===== config.mk =====
export PLATFORM = sky130hd
export DESIGN_NAME = dp_test_seq
export DESIGN_NICKNAME = d
export VERILOG_FILES = /design/src/rtl/dp_test_seq.sv
export SDC_FILE = /design/constraint.sdc
export NUM_CORES = 1
export LEC_CHECK = 0
export BUFFER_PORTS_ARGS = -buffer_cell sky130_fd_sc_hd__buf_2
export CAP_MARGIN = 20
export CORE_MARGIN = 4
export CORE_UTILIZATION = 45
export DETAILED_ROUTE_END_ITERATION = 10
export PLACE_DENSITY = 0.66
export SLEW_MARGIN = 20
export SYNTH_ARGS = -nofsm -noshare
export SYNTH_HDL_FRONTEND = slang
export SYNTH_SLANG_ARGS = --single-unit
export TNS_END_PERCENT = 100

===== constraint.sdc =====
create_clock -name clk -period 2.9 [get_ports clk]
set_input_delay 0.435 -clock clk [delete_from_list [all_inputs] [get_ports clk]]
set_output_delay 0.435 -clock clk [all_outputs]
set_load 0.03 [all_outputs]

===== src/rtl/dp_test_seq.sv =====
// dp_test_seq: issues a run of incrementing test vectors into a registered
// datapath and checks each result against vector ^ mask after LATENCY clocks.
// Reports pass/fail, a saturating error count and the first failing index.
// Optional feature macro: DP_SEQ_STOP_ON_ERR_EN (end the run on the first mismatch).
module dp_test_seq #(
    parameter int WIDTH   = 32,
    parameter int LATENCY = 2,
    parameter int VECTORS = 16
) (
    input  logic             clk,
    input  logic             rst,
    input  logic             start,
    input  logic             abort,
    input  logic [WIDTH-1:0] seed,
    input  logic [WIDTH-1:0] mask,
    output logic [WIDTH-1:0] dp_in,
    output logic             dp_vld,
    input  logic [WIDTH-1:0] dp_out,
    output logic             busy,
    output logic             done,
    output logic             pass,
    output logic [15:0]      err_cnt,
    output logic [15:0]      first_err_idx
);

    typedef enum logic [1:0] {IDLE, RUN, DRAIN, DONE} state_t;

    // One in-flight check: which vector it was and what was driven.
    typedef struct packed {
        logic [15:0]      idx;
        logic [WIDTH-1:0] vec;
    } chk_t;

    localparam logic [WIDTH-1:0] ONE      = WIDTH'(1);
    localparam logic [15:0]      LAST_IDX = 16'(VECTORS - 1);
    localparam logic [3:0]       LAST_DRN = 4'(LATENCY - 1);

    state_t             state;
    logic [WIDTH-1:0]   mask_q;
    logic [15:0]        idx_q;
    logic [3:0]         drain_cnt;
    logic [LATENCY-1:0] vld_pipe;
    chk_t               chk_pipe [LATENCY];

    logic mismatch;
    logic abort_run;
    logic stop_hit;

    // Compare the entry leaving the check pipeline against the live datapath output.
    assign mismatch  = vld_pipe[LATENCY-1] &&
                       (dp_out != (chk_pipe[LATENCY-1].vec ^ mask_q));
    assign abort_run = abort && (state != IDLE);

`ifdef DP_SEQ_STOP_ON_ERR_EN
    assign stop_hit = mismatch && !abort_run;
`else
    assign stop_hit = 1'b0;
`endif

    // Check pipeline: delays {valid, index, vector} to line up with dp_out.
    always_ff @(posedge clk) begin
        if (rst) begin
            vld_pipe <= '0;
            for (int i = 0; i < LATENCY; i++) chk_pipe[i] <= '0;
        end else if (abort_run || stop_hit) begin
            vld_pipe <= '0;
        end else begin
            vld_pipe[0]     <= dp_vld;
            chk_pipe[0].idx <= idx_q;
            chk_pipe[0].vec <= dp_in;
            for (int i = 1; i < LATENCY; i++) begin
                vld_pipe[i] <= vld_pipe[i-1];
                chk_pipe[i] <= chk_pipe[i-1];
            end
        end
    end

    // Run sequencer with registered outputs and error accounting.
    always_ff @(posedge clk) begin
        if (rst) begin
            state         <= IDLE;
            dp_in         <= '0;
            dp_vld        <= 1'b0;
            busy          <= 1'b0;
            done          <= 1'b0;
            pass          <= 1'b0;
            err_cnt       <= '0;
            first_err_idx <= 16'hFFFF;
            mask_q        <= '0;
            idx_q         <= '0;
            drain_cnt     <= '0;
        end else begin
            done <= 1'b0;

            // Errors land one cycle after the compare; an abort discards the compare.
            if (mismatch && !abort_run) begin
                if (err_cnt != 16'hFFFF) err_cnt <= err_cnt + 16'd1;
                if (first_err_idx == 16'hFFFF) first_err_idx <= chk_pipe[LATENCY-1].idx;
            end

            case (state)
                IDLE: begin
                    if (start && !abort) begin
                        state         <= RUN;
                        busy          <= 1'b1;
                        dp_in         <= seed;
                        dp_vld        <= 1'b1;
                        mask_q        <= mask;
                        idx_q         <= '0;
                        err_cnt       <= '0;
                        pass          <= 1'b0;
                        first_err_idx <= 16'hFFFF;
                    end
                end
                RUN: begin
                    if (idx_q == LAST_IDX) begin
                        state     <= DRAIN;
                        dp_vld    <= 1'b0;
                        drain_cnt <= '0;
                    end else begin
                        dp_in <= dp_in + ONE;
                        idx_q <= idx_q + 16'd1;
                    end
                end
                DRAIN: begin
                    if (drain_cnt == LAST_DRN) begin
                        state <= DONE;
                        done  <= 1'b1;
                        // Include the final compare happening this cycle.
                        pass  <= (err_cnt == 16'd0) && !mismatch;
                    end else begin
                        drain_cnt <= drain_cnt + 4'd1;
                    end
                end
                DONE: begin
                    state <= IDLE;
                    busy  <= 1'b0;
                end
                default: state <= IDLE;
            endcase

            if (abort_run) begin
                state  <= IDLE;
                busy   <= 1'b0;
                dp_vld <= 1'b0;
                pass   <= 1'b0;
                done   <= 1'b0;
            end else if (stop_hit) begin
                state  <= DONE;
                dp_vld <= 1'b0;
                done   <= 1'b1;
                pass   <= 1'b0;
            end
        end
    end

endmodule


==> results of run 1 <==
==> final timing paths <==
path,from,cells past startpoint,to,slack [ps]
worst max-delay path,chk_pipe[0][72]$_SDFFCE_PN0P_,7,err_cnt[4]$_SDFF_PP0_,300
worst min-delay path,mask[18],3,mask_q[18]$_SDFFE_PP0P_,150
worst max register to register,chk_pipe[0][72]$_SDFFCE_PN0P_,7,err_cnt[4]$_SDFF_PP0_,300
worst min register to register,vld_pipe[0]$_SDFF_PN0_,1,vld_pipe[1]$_SDFF_PN0_,440
==> cells in the final DEF, fill, tap and decap left out, types with 9 or more instances in the layout <==
| master | synthesis | layout |
|---|---|---|
| a211oi_1 | 15 | 15 |
| a21oi_1 | 103 | 101 |
| and2_1 | 92 | 92 |
| and3_1 | 11 | 11 |
| buf_2 | 3 | 167 |
| buf_4 | 1 | 18 |
| clkbuf_16 | 0 | 26 |
| dfxtp_1 | 124 | 124 |
| edfxtp_1 | 96 | 96 |
| ha_1 | 10 | 9 |
| inv_1 | 17 | 17 |
| nand2_1 | 112 | 112 |
| nand3_1 | 31 | 31 |
| nand4_1 | 30 | 30 |
| nor2_1 | 91 | 91 |
| nor3_1 | 26 | 26 |
| nor4_1 | 12 | 12 |
| o21ai_0 | 44 | 44 |
| or3_1 | 13 | 13 |
| xnor2_1 | 14 | 14 |
| xnor3_1 | 28 | 28 |
| xor2_1 | 9 | 9 |
==> report_power, final <==
part           internal, mW  switching, mW  total (mW)
Sequential             3.85          0.399        4.25
Clock                  1.88           1.22        3.10
Combinational          1.03           1.55        2.58
==> area by class of cell <==
cell class,instances,share of cell area [%]
clock buffer,37,6.13
multi-input combinational,730,37.4
timing repair buffer,190,8.79
clock inverter,9,0.602
tap,280,2.86
inverter,17,0.520
sequential,220,43.7
==> worst max-delay path, stage by stage, from the launching register on <==
cell and delay, ps:
edfxtp_1 430, xnor3_1 310, nand4_1 90, nor4_1 600
and3_1 570, buf_4 270, or3_1 130, a21oi_1 60
==> synth_stat cells, drive strengths merged (17+ instances only) <==
cell	n
inv	17
and2	93
dfxtp	124
a21oi	104
nor3	26
clkbuf	50
nor2	91
nand2	112
nand3	31
edfxtp	96
o21ai	48
xnor3	28
nand4	30
==> per-layer routing <==
layer | global-route usage, % | vias up
met1 | 29.2 | 3719
met2 | 28.2 | 304
met4 | 5.25 | 0
met5 | 0 | -
li1 | - | 3972
met3 | 3.71 | 41
==> state kept, by name (all words and copies together), names as in the netlist <==
name / flops
err_cnt: 16
state: 2
busy: 1
pass: 1
mask_q: 32
vld_pipe: 2
idx_q: 16
drain_cnt: 4
dp_in: 32
chk_pipe: 96
dp_vld: 1
done: 1
first_err_idx: 16
==> through the flow <==
step	worst slack (ps)	cells	util, %	power, mW
after floorplan	233	1026	-	6.05
after global placement	289	1436	51.7	6.81
after detailed placement	282	1437	51.8	6.87
after CTS	272	1483	55.5	10.0
after global routing	26.9	1483	55.5	10.4
final	302	1483	55.5	9.92
==> kinds of logic after synthesis <==
group,after synthesis,synth area share (%)
and+or+nand+nor,453,22.5
DFF,220,52.4
buffers and inverters,76,3.01
muxes,3,0.293
AOI/OAI and AO/OA,213,12.4
adders and majority gates,10,1.22
xor gates and xnor gates,51,8.13
==> metrics.md, run 1 <==
| Metric | Value |
|---|---|
| Worst Setup End Kind | flop |
| DIE WIDTH | 159 um |
| Worst-case clock buffer depth | 3 |
| 1st-iter DRT viols | 822 |
| Total Nets Final | 1294 |
| Final hold slack | 145 ps |
| Wire length on met3 | 1.66 mm |
| Cell Area, Synth | 10200 um^2 |
| Overall routed net length | 25.0 mm |
| Synth-to-layout area growth | 19.9% |
| Max-cap violations | 0 |
| Vias in the first global route | 7564 |
| CTS tree | yes |
| Hold Fails Final Rpt | 0 |
| Max Fclk | 0.385 GHz |
| Die Y-Extent | 159 um |
| Tmin final | 2600 ps |
| Synth warn | 0 |
| Routability congestion estimate | 0.855 |
| I/O Pins | 168 |
| Core region area | 22100 um^2 |
| Ys async rst share | 0% |
| Sequential Area | 5370 um^2 |
| Slew HR | 52.2% |
| RSZ-0062 raised after global routing | no |
| Maximum vdd ir drop | 0.436 mV |
| Final TNS setup | 0 ps |
| CTS Hold Bufs | 0 |
| First-pass detailed-route iteration total | 5 |
| Worst min-delay path class | input pin to flop |
| Peak fanout along the critical path | 16 |
| TritonCTS buffer count | 25 |
| Number of setup buffers added after CTS | 0 |
| Top sig layer | met4 |
| Met1 wire length | 12.1 mm |
| Pin count of the biggest net entering global routing | 64 |
| Fill count | 1934 |
| Initial antenna violation count | 0 |
| Seq/Total Area, Yosys | 52.4% |
| Post-CTS sizing | 0 |
| Worst EP required | 3290 ps |
| Largest area contributor in the netlist | edfxtp_1 |
| Slew @ Worst Pin | 709 ps |
| Max Slew Vio Count | 0 |
| WL met2 | 10.7 mm |
| Post-route ant nets | 0 |
| Via count | 8036 |
| Avg Cell Area, Syn | 9.97 um^2 |
| Die area | 25200 um^2 |
| Fin area | 12300 um^2 |
| GR Util All Layers | 19.2% |
| # H-tree levels | 1 |
| Post-synth top area share | 28.2% |
| ANT cells | 0 |
| Final period utilization | 89.6% |
| Final setup fails | 0 |
| Initial Util | 46.3% |
| Seq cells post-synth | 220 |
| First-pass GRT wire length | 40.4 mm |
| Critical path type | flop to flop |
| DP HPWL | 17.4 mm |
| Syn_nets | 1136 |
| Multi-input logic area | 4590 um^2 |
| Clk Latency, worst-skew pair | 520 ps |
| Top post-synthesis cells by area | edfxtp_1 28%, dfxtp_1 24%, xnor3_1 6.2% |
| Site row count | 54 |
| Vias per cell | 5.42 |
| PortBufs | 167 |
| Post-synthesis cell count | 1026 |
| Synth cell types | 59 |
| Share of layout cells above drive strength 1 | 20.4% |
| Power per cell area | 809 nW/um^2 |
| Skew final | 23.5 ps |
| Leak Pwr | 5.01 nW |
| Clock root buffer | clkbuf_16 |
| CTS clk-pin slew, worst paths | 60 ps |
| Grt total ovfl | 0 |
| Critical Path AT | 2990 ps |
| Average wire per standard cell | 16.8 um |
| Drt drc | 0 |
| Post-synth EDFFs | 96 |
| Status | complete, no violations |
| Placement-stage cell area | 11400 um^2 |
| Startpoint types | flop |
| Top_reg_cell synth | dfxtp_1 |
| CTS sink cnt | 220 |
Power figures use the tool's default switching activity.
==> inputs of run 2 (changes only) <==
CORE_UTILIZATION = 57   (was 45)
PLACE_DENSITY = 0.81   (was 0.66)
==> run 2 against run 1 <==
  * Register-to-register slack improved by 90 ps
  * Die area decreased by 20%
  * Routed wire length barely moved
  * Combinational power about the same
  * Global-route usage grew 5.1 points
  * Hold slack gained 7.2 ps
  * Sequential share of layout area grew 0.062 points
  * Sequential cell count is the same
  * Total power increased by 3.4%
  * Cell count down 3.9%
  * Setup slack better by 86 ps
  * Largest power group unchanged
==> metrics.md, run 2 (synthesized netlist as in run 1, its figures left out) <==
| Metric | Value |
|---|---|
| Placed cells | 1379 (-4.0%) |
| Worst Setup End Kind | flop |
| First-pass detailed-route iteration total | 5 (unchanged) |
| Post-CTS sizing | 0 (unchanged) |
| Worst path cell trace | xnor3_1, nand4_1, nor4_1, and3_1, buf_4, o21ai_0, a21oi_1 |
| GR Util All Layers | 24.4% (+5.1 points) |
| Startpoint types | flop |
| PortBufs | 167 (unchanged) |
| First-pass GRT wire length | 40.1 mm (-0.85%) |
| DIE WIDTH | 142 um (-11%) |
| Fin worst setup slack | 388 ps (+86.3 ps) |
| Vias in the first global route | 7636 (+0.95%) |
| Worst EP required | 3340 ps (+50 ps) |
| DP HPWL | 16.8 mm (-3.3%) |
| CTS sink cnt | 220 (unchanged) |
| Clk Latency, worst-skew pair | 520 ps (about the same) |
| Max incr delay on CP | 550 ps (-50 ps) |
| Total Nets Final | 1291 (-0.23%) |
| Share of layout cells above drive strength 1 | 20.5% (+0.15 points) |
| Site row count | 48 (-11%) |
| RSZ-0062 raised after global routing | no |
| Fin area | 12300 um^2 (-0.14%) |
| Max Fclk | 0.398 GHz (+3.4%) |
| Fill count | 1271 (-34%) |
| Top flop regs | chk_pipe (96), dp_in (32), mask_q (32) |
| CTS clk-pin slew, worst paths | 60 ps (about the same) |
| Status | complete, no violations |
| Post-route ant nets | 0 (unchanged) |
| Critical path type | flop to flop |
| Die Y-Extent | 142 um (-11%) |
| Placement Setup Slack | 274 ps (-8.40 ps) |
| Pin count of the biggest net entering global routing | 65 (+1.6%) |
| CTS Hold Bufs | 0 (unchanged) |
| Vias per cell | 5.76 (+6.3%) |
| Clock root buffer | clkbuf_16 |
| Slowest CP cell | nor4_1 |
| Final setup fails | 0 (unchanged) |
| Critical Path AT | 2960 ps (-30 ps) |
| Initial Util | 58.8% (+12 points) |
| Initial antenna violation count | 2 (+2) |
| Commonest non-fill, non-tap cell in the layout | buf_2 |
| Total Power | 10.3 mW (+3.4%) |
| Grt total ovfl | 0 (unchanged) |
| Power per cell area | 838 nW/um^2 (+3.6%) |
| Leak Pwr | 5.02 nW (+0.14%) |
| Max-cap violations | 0 (unchanged) |
| Peak fanout along the critical path | 14 (-2) |
| TritonCTS buffer count | 24 (-4.0%) |
| Final Non-Filler Cells | 1425 (-3.9%) |
| Via count | 8209 (+2.2%) |
| Synth-to-layout area growth | 19.7% |
| Post-layout util | 70.4% (+15 points) |
| Skew final | 11.8 ps (-11.7 ps) |
| Largest Register | chk_pipe |
| 1st-iter DRT viols | 699 (-15%) |
| Worst-case clock buffer depth | 3 (unchanged) |
| # H-tree levels | 1 (unchanged) |
| Hold Fails Final Rpt | 0 (unchanged) |
| Final hold slack | 152 ps (+7.23 ps) |
| Average wire per standard cell | 17.5 um (+4.1%) |
| Core region area | 17400 um^2 (-21%) |
| Slew @ Worst Pin | 915 ps (+206 ps) |
| Die area | 20200 um^2 (-20%) |
| Number of setup buffers added after CTS | 0 (unchanged) |
| Worst min-delay path class | input pin to flop |
| Final period utilization | 86.6% (-3.0 points) |
| Routability congestion estimate | 0.880 (+2.9%) |
| Placement-stage cell area | 11300 um^2 (-1.1%) |
| Tmin final | 2510 ps (-86.3 ps) |
| I/O Pins | 168 (unchanged) |
| Max reg flops | 96 (unchanged) |
| Final TNS setup | 0 ps (unchanged) |
| Most frequent cells in the layout | 167 x buf_2, 124 x dfxtp_1, 112 x nand2_1 |
| Drt drc | 0 (unchanged) |
| CTS tree | yes |
| Max Slew Vio Count | 0 (unchanged) |
| Overall routed net length | 25.0 mm (about the same) |
| Maximum vdd ir drop | 0.531 mV (+22%) |
| Slew HR | 37.4% (-15 points) |
[run 2: worst max-delay path: cells and delay by family (launching register included)]
kind                      cells  cell delay, ps
buffers and inverters         1             260
DFF                           1             430
and+or+nand+nor               3            1160
xor gates and xnor gates      1             330
AOI/OAI and AO/OA             2             260
[run 2: cell type report]
type / instances / area [um^2] / share of cell area (%)
Timing Repair Buffer: 188 / 1040 / 8.48
Tap cell: 225 / 282 / 2.30
Sequential cell: 220 / 5370 / 43.8
Clock inverter: 11 / 191 / 1.56
Antenna cell: 1 / 2.50 / 0.0204
Inverter: 17 / 63.8 / 0.521
Clock buffer: 33 / 718 / 5.86
Multi-Input combinational cell: 730 / 4590 / 37.5
[run 2: path summary, 6_finish.rpt]
kind,from,end,slack (ps),cells after the start
hold / removal,mask[15],mask_q[15]$_SDFFE_PP0P_,150,3
setup reg to reg,chk_pipe[0][55]$_SDFFCE_PN0P_,err_cnt[5]$_SDFF_PP0_,390,7
setup / recovery,chk_pipe[0][55]$_SDFFCE_PN0P_,err_cnt[5]$_SDFF_PP0_,390,7
hold reg to reg,mask_q[0]$_SDFFE_PP0P_,mask_q[0]$_SDFFE_PP0P_,460,2
[run 2: where the power goes]
| part | internal, mW | leakage, nW | switching (mW) |
|---|---|---|---|
| registers | 3.86 | 2.16 | 0.409 |
| clock network | 2.18 | 0.435 | 1.24 |
| logic | 1.02 | 2.43 | 1.55 |
| total | 7.06 | 5.02 | 3.20 |
[run 2: per-layer routing]
layer,vias to the layer above,share of wire (%),track usage (%)
met5,-,0.072,0
met4,2,1.5,5.20
met3,32,8.5,4.10
met2,348,46,38.9
met1,3860,44,35.4
li1,3967,-,-
==> inputs of run 3 (changes only) <==
ABC_AREA = 1   (was unset)
CORE_UTILIZATION = 40   (was 57)
PLACE_DENSITY = unset   (was 0.81)
SETUP_SLACK_MARGIN = 0.05   (was unset)
==> run 3 against run 2 <==
  * Area after synthesis increased by 8.7%
  * Non-clock buffer count decreased by 10
  * Total power increased by 8.8%
  * Routed wire length increased by 16%
  * Maximum frequency increased by 8.9%
  * Hold slack improved by 58 ps
  * Combinational power increased by 23%
  * Setup slack improved by 210 ps
  * Largest power group unchanged
  * Clock skew decreased by 4.1 ps
  * Register-to-register slack improved by 210 ps
  * Clock power decreased by 3%
  * First-iteration DRC count increased by 21%
==> metrics.md, run 3 <==
| Metric | Value |
|---|---|
| Final period utilization | 79.5% (-7.1 points) |
| Overall routed net length | 28.9 mm (+16%) |
| Critical path type | flop to flop |
| Drt drc | 0 (unchanged) |
| Worst EP required | 3300 ps (-40 ps) |
| Share of layout cells above drive strength 1 | 16.0% (-4.5 points) |
| Top post-synthesis cells by area | edfxtp_1 26%, dfxtp_1 22%, nand2_1 12% |
| Worst Setup End Kind | flop |
| Hold Path Stages | 3 (unchanged) |
| Worst min-delay path class | input pin to flop |
| CTS clk-pin slew, worst paths | 60 ps (about the same) |
| WP buf/inv | 4 (+3) |
| Core region area | 27200 um^2 (+56%) |
| Hold Fails Final Rpt | 0 (unchanged) |
| Seq cells post-synth | 220 (unchanged) |
| Post-synthesis cell count | 1480 (+44%) |
| TritonCTS buffer count | 25 (+4.2%) |
| Slew @ Worst Pin | 625 ps (-290 ps) |
| Max Fclk | 0.434 GHz (+8.9%) |
| ANT cells | 0 (-1) |
| PortBufs | 167 (unchanged) |
| Final setup fails | 0 (unchanged) |
| Vias per cell | 4.80 (-17%) |
| Die Y-Extent | 175 um (+23%) |
| Cell Area, Synth | 11100 um^2 (+8.7%) |
| Syn_nets | 1590 (+40%) |
| GR Util All Layers | 18.5% (-5.9 points) |
| Tmin final | 2310 ps (-206 ps) |
| Most frequent cells in the layout | 366 x nand2_1, 214 x inv_1, 207 x nor2_1 |
| Initial Util | 40.9% (-18 points) |
| Average wire per standard cell | 14.2 um (-19%) |
| Critical Path AT | 2700 ps (-260 ps) |
| Slowest CP cell | clkinv_1 |
| Sequential Area | 5370 um^2 (unchanged) |
| Post-CTS sizing | 0 (unchanged) |
| Total Power | 11.2 mW (+8.8%) |
| Power per cell area | 848 nW/um^2 (+1.2%) |
| Post-route ant nets | 0 (unchanged) |
| Routability congestion estimate | 0.865 (-1.6%) |
| Status | complete, no violations |
| Worst r2r src | state[1]$_SDFFE_PN0P_ |
| RSZ-0062 raised after global routing | no |
| Commonest non-fill, non-tap cell in the layout | nand2_1 |
| Fill count | 2739 (+120%) |
| Skew final | 7.67 ps (-4.13 ps) |
| DIE WIDTH | 175 um (+23%) |
| Slew HR | 57.9% (+21 points) |
| Top_reg_cell synth | dfxtp_1 |
| Worst-case clock buffer depth | 3 (unchanged) |
| R2r setup slk | 590 ps (+210 ps) |
| Final Non-Filler Cells | 2025 (+42%) |
| Avg Cell Area, Syn | 7.52 um^2 (-25%) |
| Hold EP | dp_in[1]$_SDFFE_PP0P_ |
| Clock root buffer | clkbuf_16 |
| RR Endpoint | err_cnt[14]$_SDFF_PP0_ |
| Die area | 30500 um^2 (+52%) |
| Synth-to-layout area growth | 18.4% |
| Post-synth top cells | 367 x nand2_1, 216 x inv_1, 207 x nor2_1 |
| Final hold slack | 211 ps (+58.4 ps) |
| Startpoint types | flop |
| Maximum vdd ir drop | 0.562 mV (+5.8%) |
| Cells on worst reg2reg path | 9 (+2) |
| Max incr delay on CP | 590 ps (+40 ps) |
| Synth warn | 0 (unchanged) |
| CTS sink cnt | 220 (unchanged) |
| Worst path cell trace | inv_1, ha_1, inv_1, nor2_1, inv_2, nand2_1, clkinv_1, nand2_1, a21oi_1 |
| Largest Register | chk_pipe |
| Largest area contributor in the netlist | edfxtp_1 |
| Ys async rst share | 0% (unchanged) |
| Synth cell types | 43 (-27%) |
| First-pass detailed-route iteration total | 5 (unchanged) |
| Placement-stage cell area | 12300 um^2 (+8.7%) |
| First-pass GRT wire length | 47.3 mm (+18%) |
| I/O Pins | 168 (unchanged) |
| Leak Pwr | 5.67 nW (+13%) |
| Post-synth top area share | 25.9% (-2.3 points) |
| Final TNS setup | 0 ps (unchanged) |
| Via count | 9710 (+18%) |
| Max reg flops | 96 (unchanged) |
| 1st-iter DRT viols | 846 (+21%) |
| Multi-input logic area | 4690 um^2 (+2.2%) |
| CTS tree | yes |
| Site row count | 60 (+25%) |
| Max-cap violations | 0 (unchanged) |
| Min-delay src | seed[1] |
| Number of setup buffers added after CTS | 0 (unchanged) |
| Post-synth EDFFs | 96 (unchanged) |
| Most common cell in the netlist | nand2_1 |
| Peak fanout along the critical path | 19 (+5) |
| Pin count of the biggest net entering global routing | 65 (unchanged) |
| Initial antenna violation count | 0 (-2) |
| Total Nets Final | 1745 (+35%) |
| DP HPWL | 21.1 mm (+25%) |
| Clk Latency, worst-skew pair | 510 ps (about the same) |
| Grt total ovfl | 0 (unchanged) |
| Max Slew Vio Count | 0 (unchanged) |
| Vias in the first global route | 9325 (+22%) |
| CTS Hold Bufs | 0 (unchanged) |
| Fin area | 13200 um^2 (+7.5%) |
| CP top delay family | buffers and inverters |
| Seq/Total Area, Yosys | 48.2% (-4.2 points) |
| Top flop regs | chk_pipe (96), dp_in (32), mask_q (32) |
| # H-tree levels | 1 (unchanged) |
| Placed cells | 1980 (+44%) |
run 3: through the flow:
step,utilization (%),setup WS (ps)
after floorplan,-,374
after CTS,48.5,548
after global placement,45.3,684
after detailed placement,45.3,568
after global routing,48.5,324
final,48.5,594
run 3: cells by family (layout without fill, tap and decap cells):
| kind of cell | count (synthesis) | count (layout) | synth area share, % |
|---|---|---|---|
| compound gates | 203 | 203 | 9.70 |
| xor+xnor | 22 | 22 | 1.73 |
| buf+inv | 276 | 449 | 9.68 |
| fa+ha+maj | 10 | 10 | 1.12 |
| flops | 220 | 220 | 48.2 |
| simple gates | 749 | 749 | 29.5 |
run 3: worst register-to-register path, delay by kind of cell (launching register included):
kind | cells | cell delay [ps]
AOI/OAI and AO/OA | 1 | 60
adders and majority gates | 1 | 230
buffers and inverters | 4 | 830
DFF | 1 | 330
and+or+nand+nor | 3 | 750
run 3: layout make-up:
type | instances | share of cell area (%)
inverters | 226 | 6.44
multi-input cells | 984 | 35.6
repair buffers | 178 | 7.07
well taps | 372 | 3.53
clock buffers | 29 | 4.86
flip-flops and latches | 220 | 40.7
clock inverters | 16 | 1.73
run 3: report_power, final:
group / internal, mW / switching [mW] / total, mW
sequential: 4.09 / 0.585 / 4.68
combinational: 0.955 / 2.19 / 3.15
clock: 2.11 / 1.23 / 3.34
run 3: worst max-delay path by stage:
stage,end,cells after the start,from
4_1_cts,err_cnt[14]$_SDFF_PP0_,9,state[1]$_SDFFE_PN0P_
2_1_floorplan,chk_pipe[0][0]$_SDFFCE_PN0P_,4,rst
3_5_place_dp,err_cnt[14]$_SDFF_PP0_,9,state[1]$_SDFFE_PN0P_
6_report,err_cnt[14]$_SDFF_PP0_,9,state[1]$_SDFFE_PN0P_
5_1_grt,err_cnt[12]$_SDFF_PP0_,9,state[0]$_SDFFE_PN0P_
3_3_place_gp,err_cnt[13]$_SDFF_PP0_,9,state[0]$_SDFFE_PN0P_
run 3: per-layer routing:
layer	routed length [um]	global-route usage (%)	part of all wire (%)	vias to the layer above
li1	-	-	-	5060
met1	14200	27.1	49	4332
met2	12400	28.9	43	282
met3	1780	2.99	6.2	36
met4	491	4.06	1.7	0
met5	0	0	0	-
